<file path="src/rtl/gfx_pkg.sv">
// Shared fixed-point types and constants for the geometry pipeline.
// Q16.16 vertex words, vector bundles and the perspective-divide state set.
package gfx_pkg;

  typedef logic [31:0] fx32_t;
  typedef fx32_t [0:3] vec4_t;
  typedef fx32_t [0:2] vec3_t;

  localparam fx32_t FX_ONE = 32'h0001_0000;
  localparam fx32_t FX_MAX = 32'h7FFF_FFFF;
  localparam fx32_t FX_MIN = 32'h8000_0000;

  localparam int DEF_ITERS = 48;

  typedef enum logic [1:0] {
    S_IDLE,
    S_DIV,
    S_OUT
  } pd_state_t;

  // 0x8000_0000 maps to 2^31 as an unsigned magnitude.
  function automatic logic [31:0] fx_mag(input fx32_t v);
    return v[31] ? (~v + 32'd1) : v;
  endfunction

endpackage

</file>
<file path="src/rtl/seq_div.sv">
// Unsigned restoring divider: 48-bit dividend by 32-bit divisor,
// one quotient bit per clock.
module seq_div
  import gfx_pkg::*;
#(
  parameter int ITERS = DEF_ITERS
) (
  input  logic        clk,
  input  logic        rst,
  input  logic        start,
  input  logic [47:0] dividend,
  input  logic [31:0] divisor,
  output logic        busy,
  output logic        done,
  output logic [47:0] quotient,
  output logic        dz
);

  localparam int CW = $clog2(ITERS + 1);

  logic [47:0] qd;
  logic [31:0] rem;
  logic [31:0] dsr;
  logic [CW-1:0] cnt;
  logic [32:0] rem_sh;
  logic [32:0] trial;
  logic        ge;

  assign rem_sh = {rem, qd[47]};
  assign trial  = rem_sh - {1'b0, dsr};
  assign ge     = rem_sh >= {1'b0, dsr};

  // High during the cycle whose edge shifts in the last bit.
  assign done     = busy && (cnt == CW'(1));
  assign quotient = qd;

  always_ff @(posedge clk) begin
    if (rst) begin
      qd   <= '0;
      rem  <= '0;
      dsr  <= '0;
      cnt  <= '0;
      busy <= 1'b0;
      dz   <= 1'b0;
    end else if (start) begin
      qd   <= dividend;
      rem  <= '0;
      dsr  <= divisor;
      cnt  <= CW'(ITERS);
      busy <= 1'b1;
      dz   <= (divisor == '0);
    end else if (busy) begin
      rem <= ge ? trial[31:0] : rem_sh[31:0];
      qd  <= {qd[46:0], ge};
      cnt <= cnt - CW'(1);
      if (cnt == CW'(1)) busy <= 1'b0;
    end
  end

endmodule

</file>
<file path="src/rtl/persp_div.sv">
// Perspective divide: x/w, y/w, z/w in Q16.16 with a fixed
// 147-cycle latency, one shared sequential divider.
module persp_div
  import gfx_pkg::*;
#(
  parameter int FRAC_BITS = 16,
  parameter int ITERS     = DEF_ITERS
) (
  input  logic  clk,
  input  logic  rst,
  input  logic  in_valid,
  input  vec4_t in_vec,
  output logic  in_ready,
  output logic  out_valid,
  input  logic  out_ready,
  output vec3_t out_vec,
  output logic  out_dz
);

  pd_state_t state, nxt;

  vec4_t       v;
  logic [1:0]  idx;
  logic        ld;
  logic [47:0] raw_x;
  logic [47:0] raw_y;

  logic        start, busy, done, dz;
  logic [47:0] q;
  logic [47:0] dvd;

  assign dvd   = 48'(fx_mag(v[idx])) << FRAC_BITS;
  assign start = (state == S_DIV) && ld && !busy;

  seq_div #(.ITERS(ITERS)) u_div (
    .clk      (clk),
    .rst      (rst),
    .start    (start),
    .dividend (dvd),
    .divisor  (fx_mag(v[3])),
    .busy     (busy),
    .done     (done),
    .quotient (q),
    .dz       (dz)
  );

  // Sign and saturation are applied to the unsigned quotient.
  function automatic fx32_t fin(input fx32_t n, input logic ws,
                                input logic [47:0] mq, input logic z);
    if (z)
      return (n == '0) ? '0 : (n[31] ? FX_MIN : FX_MAX);
    if (n[31] ^ ws)
      return (mq > 48'h7FFF_FFFF) ? FX_MIN : (~mq[31:0] + 32'd1);
    return (mq > 48'h7FFF_FFFF) ? FX_MAX : mq[31:0];
  endfunction

  always_ff @(posedge clk) begin
    if (rst) state <= S_IDLE;
    else     state <= nxt;
  end

  always_comb begin
    nxt = state;
    unique case (state)
      S_IDLE: if (in_valid) nxt = S_DIV;
      S_DIV:  if (done && idx == 2'd2) nxt = S_OUT;
      S_OUT:  if (out_ready) nxt = S_IDLE;
      default: nxt = S_IDLE;
    endcase
  end

  always_comb begin
    in_ready  = (state == S_IDLE);
    out_valid = (state == S_OUT);
    out_vec   = '0;
    out_dz    = 1'b0;
    if (state == S_OUT) begin
      out_vec[0] = fin(v[0], v[3][31], raw_x, dz);
      out_vec[1] = fin(v[1], v[3][31], raw_y, dz);
      out_vec[2] = fin(v[2], v[3][31], q, dz);
      out_dz     = dz;
    end
  end

  always_ff @(posedge clk) begin
    if (rst) begin
      v     <= '0;
      idx   <= '0;
      ld    <= 1'b0;
      raw_x <= '0;
      raw_y <= '0;
    end else begin
      if (state == S_IDLE && in_valid) begin
        v   <= in_vec;
        idx <= '0;
        ld  <= 1'b1;
      end
      // Each load edge banks the previous component's quotient.
      if (start) begin
        ld <= 1'b0;
        if (idx == 2'd1) raw_x <= q;
        if (idx == 2'd2) raw_y <= q;
      end
      if (state == S_DIV && done) begin
        idx <= idx + 2'd1;
        ld  <= 1'b1;
      end
    end
  end

endmodule

</file>
<file path="config.mk">
export PLATFORM = sky130hd
export DESIGN_NAME = persp_div
export DESIGN_NICKNAME = d
export VERILOG_FILES = /design/src/rtl/gfx_pkg.sv /design/src/rtl/seq_div.sv /design/src/rtl/persp_div.sv
export SDC_FILE = /design/constraint.sdc
export NUM_CORES = 1
export LEC_CHECK = 0
export CAP_MARGIN = 20
export CELL_PAD_IN_SITES_DETAIL_PLACEMENT = 1
export CELL_PAD_IN_SITES_GLOBAL_PLACEMENT = 1
export CORE_UTILIZATION = 40
export CTS_BUF_LIST = sky130_fd_sc_hd__clkbuf_8
export CTS_CLUSTER_SIZE = 10
export DETAILED_ROUTE_END_ITERATION = 12
export DONT_BUFFER_PORTS = 1
export GPL_ROUTABILITY_DRIVEN = 0
export MAX_ROUTING_LAYER = met4
export PLACE_DENSITY_LB_ADDON = 0.1
export SETUP_SLACK_MARGIN = 0.05
export SYNTH_ARGS = -nofsm -noshare
export SYNTH_HDL_FRONTEND = slang
export SYNTH_SLANG_ARGS = --single-unit
</file>
<file path="constraint.sdc">
create_clock -name clk -period 4.79 [get_ports clk]
set_clock_uncertainty 0.05 [all_clocks]
set_input_delay 0.479 -clock clk [delete_from_list [all_inputs] [get_ports clk]]
set_output_delay 0.479 -clock clk [all_outputs]
set_load 0.02 [all_outputs]
</file>
==> metrics.md <==
| Metric | Value |
|---|---|
| Slew HR | 25.9% |
| Worst Reg-to-Reg Cells | 10 |
| Period utilization | 94.5% |
| CP peak stage delay | 0.46 ns |
| Final #Nets | 2967 |
| Power Density | 346 mW/mm^2 |
| Routed WL | around 80 mm |
| Post-synthesis sequential area ratio | 34.1% |
| Remaining Overflow, GRT | 0 |
| CP top delay family | simple AND/OR/NAND/NOR gates |
| XOR/XNOR share of the synthesized area | 5.99% |
| Via Count | 20.7k |
| FFs w/ async S/R, synth | 0% |
| Avg Inst Size Synth | 7.47 um^2 |
| Fin crit period | 4.53 ns |
| Adder-Cell Fraction of Synth Area | 2.60% |
| Worst path most repeated cell | or3_1 |
| Initial antenna violation count | 4 |
| Worst Setup Start Kind | flop |
| Post-Syn Area | 0.0205 mm^2 |
| Final Hold Violating Endpoints | 0 |
| Top cells by area, synth | dfxtp_1 34%, a21oi_1 10%, nand2_1 10% |
| Clk slew on worst S/H paths | 0.06 ns |
| Hold path cells | 3 |
| DIE AREA | 0.0521 mm^2 |
| Die Y | 228 um |
| Worst Path Arrival | 4.00 ns |
| Cell variety after synth | just over 80 |
| Hold Startpoint | out_ready |
| Drt wl/cell | 22.1 um |
| CTS tree | built |
| Yosys warnings | 0 |
| IO Pins | 231 |
| Fill cells | 6163 |
| Mux share of post-synthesis cell area | 5.95% |
| Post-synthesis cell count | 2741 |
| Setup repair after global routing missed its margin | false |
| Clock buffer count from CTS | 68 |
| Largest net degree at the start of global routing | 254 |
| Syn Nets | around 2.9k |
| CTS root buf | clkbuf_8 |
| Placed wire-length estimate | about 53 mm |
| Port bufs | 0 |
| CP max FO | 6 |
| Min-Delay Path Class | in2reg |
| Final setup fails | 0 |
| Least-Margin Pin Slew | 1.11 ns |
| Hold_ws | 0.0452 ns |
| H-tree depth reported by CTS | 3 |
| Total track usage | a little under a third |
| Initial DRT Pass Iterations | 5 |
| WHS Endpoint | state[1]$_SDFFE_PP0P_ |
| Cell taking the most area after synthesis | dfxtp_1 |
| Clk sinks | approximately 350 |
| Number of flops mapped to enable cells by yosys | 0 |
| Crit path required time | around 4.3 ns |
| CP endpoint kind | output pin |
| Reg2reg setup slack | just under 1 ns |
| First-pass GRT wire length | 122 mm |
| Most frequent cells in the layout | 555 x nand2_1, 426 x a21oi_1, 345 x dfxtp_1 |
| Critical path, cell by cell | inv_1 -> ha_1 -> or3b_1 -> or3_1 -> or3_1 -> nor4_2 -> nand2_1 -> o41ai_1 -> xor2_1 -> o21a_1 |
| Layout area overhead | 16.6% |
| Flip-flop and latch count after synthesis | approximately 350 |
| Via density | 5.88 |
| Synth Area in Compound Gates | 22.9% |
| Postcts setup bufs | 0 |
| Initial Util | 40.6% |
| Initial DRC count | 1444 |
| Pins Over Slew Limit | 0 |
| Synth top area share | approximately 34% |
| Setup_tns | 0 ns |
| VDD IR max | 176 uV |
| Row cnt | 82 |
| Die X | 228 um |
| Remaining antenna violation count | 0 |
| RR Endpoint | u_div.dsr[28]$_SDFFE_PP0P_ |
| Vias in the first global route | around 21k |
| DRC violations left | 0 |
| Crit path kind | reg2out |
| Max Cap Violations | 0 |
| Leakage | 8.86 nW |
| Core footprint | 0.0504 mm^2 |
| Share of cells above drive strength 1 | under 10% |
| Simple-gate share of the synthesized area | 23.2% |
| Top FF cell, synth | dfxtp_1 |
| R2r startpoint | v[0]$_SDFFE_PP0P_ |
| Most common cell after layout, fill and taps aside | nand2_1 |
| Status | completed |
| Critical path buffer and inverter count | 1 |
| Slowest CP cell | nor4_2 |
| Critical path depth in cells | 10 |
| Skew-Pair Late Insertion Delay | 0.65 ns |
| Fmax | 221 MHz |
| Maximum clock path buffer count | 3 |
| Largest family of logic cells by synthesized area | simple AND/OR/NAND/NOR gates |
[cell type report]
| class | count | area, um^2 | area share [%] |
|---|---|---|---|
| Multi-Input combinational cell | 2113 | 12500 | 52.3 |
| Sequential cell | 349 | 6990 | 29.3 |
| Timing Repair Buffer | 190 | 1850 | 7.77 |
| Clock buffer | 90 | 1240 | 5.19 |
| Tap cell | 672 | 841 | 3.52 |
| Inverter | 71 | 267 | 1.12 |
| Clock inverter | 31 | 191 | 0.802 |
| Antenna cell | 4 | 10.0 | 0.0419 |
[cell usage after synthesis (6+ instances only)]
cell      count
o21ai_1      10
o41ai_1       6
inv_1        70
nor3_1       40
a22oi_1       6
a21oi_1     428
nor2_1      239
xor2_1       77
o32ai_1       6
dfxtp_1     349
nor4_1       48
a222oi_1     26
ha_1         41
or4_1        15
mux2i_1      44
o21a_1       43
o211ai_1      6
a211oi_1     39
nand3_1      29
buf_2         7
o31a_1        8
buf_1        11
nand4_1      18
o21ai_0      92
o31ai_1      15
and2_1       10
a31oi_1      17
a21o_1       10
clkbuf_1    188
and3_1        9
or3_1        36
mux2_2        7
o22ai_1      18
o21bai_1      8
mux4_2       31
nand2b_1     13
nand2_1     556
nor2b_1       9
xnor2_1      63
[how the worst max path moves through the flow]
stage                              to                      startpoint  slack [ns]
after global routing      out_vec[24]  u_div.quotient[1]$_SDFFE_PP0P_        0.08
after floorplan           out_vec[92]           raw_x[1]$_SDFFE_PP0P_        1.33
after detailed placement  out_vec[94]           raw_x[1]$_SDFFE_PP0P_        0.96
after CTS                 out_vec[94]           raw_x[1]$_SDFFE_PP0P_        0.23
final                     out_vec[30]  u_div.quotient[1]$_SDFFE_PP0P_        0.26
after global placement    out_vec[93]           raw_x[0]$_SDFFE_PP0P_        1.02
[cells by family (layout without fill, tap and decap cells)]
kind of cell | count (synthesis) | count (layout)
AO/OA/AOI/OAI | 782 | 782
XOR/XNOR | 140 | 140
adder cells (fa/ha/maj) | 42 | 42
buffers and inverters | 279 | 382
flip-flops | 349 | 349
multiplexers | 82 | 82
other | 0 | 4
AND/OR/NAND/NOR | 1067 | 1067
[state kept, by name, summed over array words and instances (netlist names), 2 cells and up]
name            flops
u_div.dsr          32
u_div.rem          32
v                 128
u_div.cnt           6
u_div.quotient     48
raw_x              48
idx                 2
raw_y              48
state               2
[layer usage]
layer	routed length, um	up-vias	global-route usage, %
li1	-	9776	-
met1	34400	10184	37.8
met2	37400	600	49.9
met3	3560	154	3.89
met4	2340	0	11.1
met5	0	-	-
[worst min-delay path, delay by kind of cell]
family / cells / cell delay [ns]
AO/OA/AOI/OAI: 1 / 0.13
AND/OR/NAND/NOR: 2 / 0.08
[through the flow]
step	cell area, um^2	setup WS (ns)	cells	util, %	power, mW
floorplan	20500	1.33	2741	-	4.55
global placement	20900	1.02	3241	41.4	4.99
detailed placement	20900	0.955	3241	41.4	5.03
global route	23900	0.0769	3520	47.4	8.68
finish	23900	0.264	3520	47.4	8.27
CTS	23900	0.229	3516	47.4	8.30
[where the power goes]
part	internal (mW)	switching [mW]
clock	1.74	1.39
sequential	3.01	0.140
combinational	0.794	1.19
total	5.55	2.73
[what timing repair did]
item / in CTS / in global routing
hold endpoints to repair: 293 / 0
hold buffers: 154 / 0
setup endpoints to repair: 0 / 2
resized for setup: 0 / 1
Note: power is estimated with default switching activity, not from simulation.
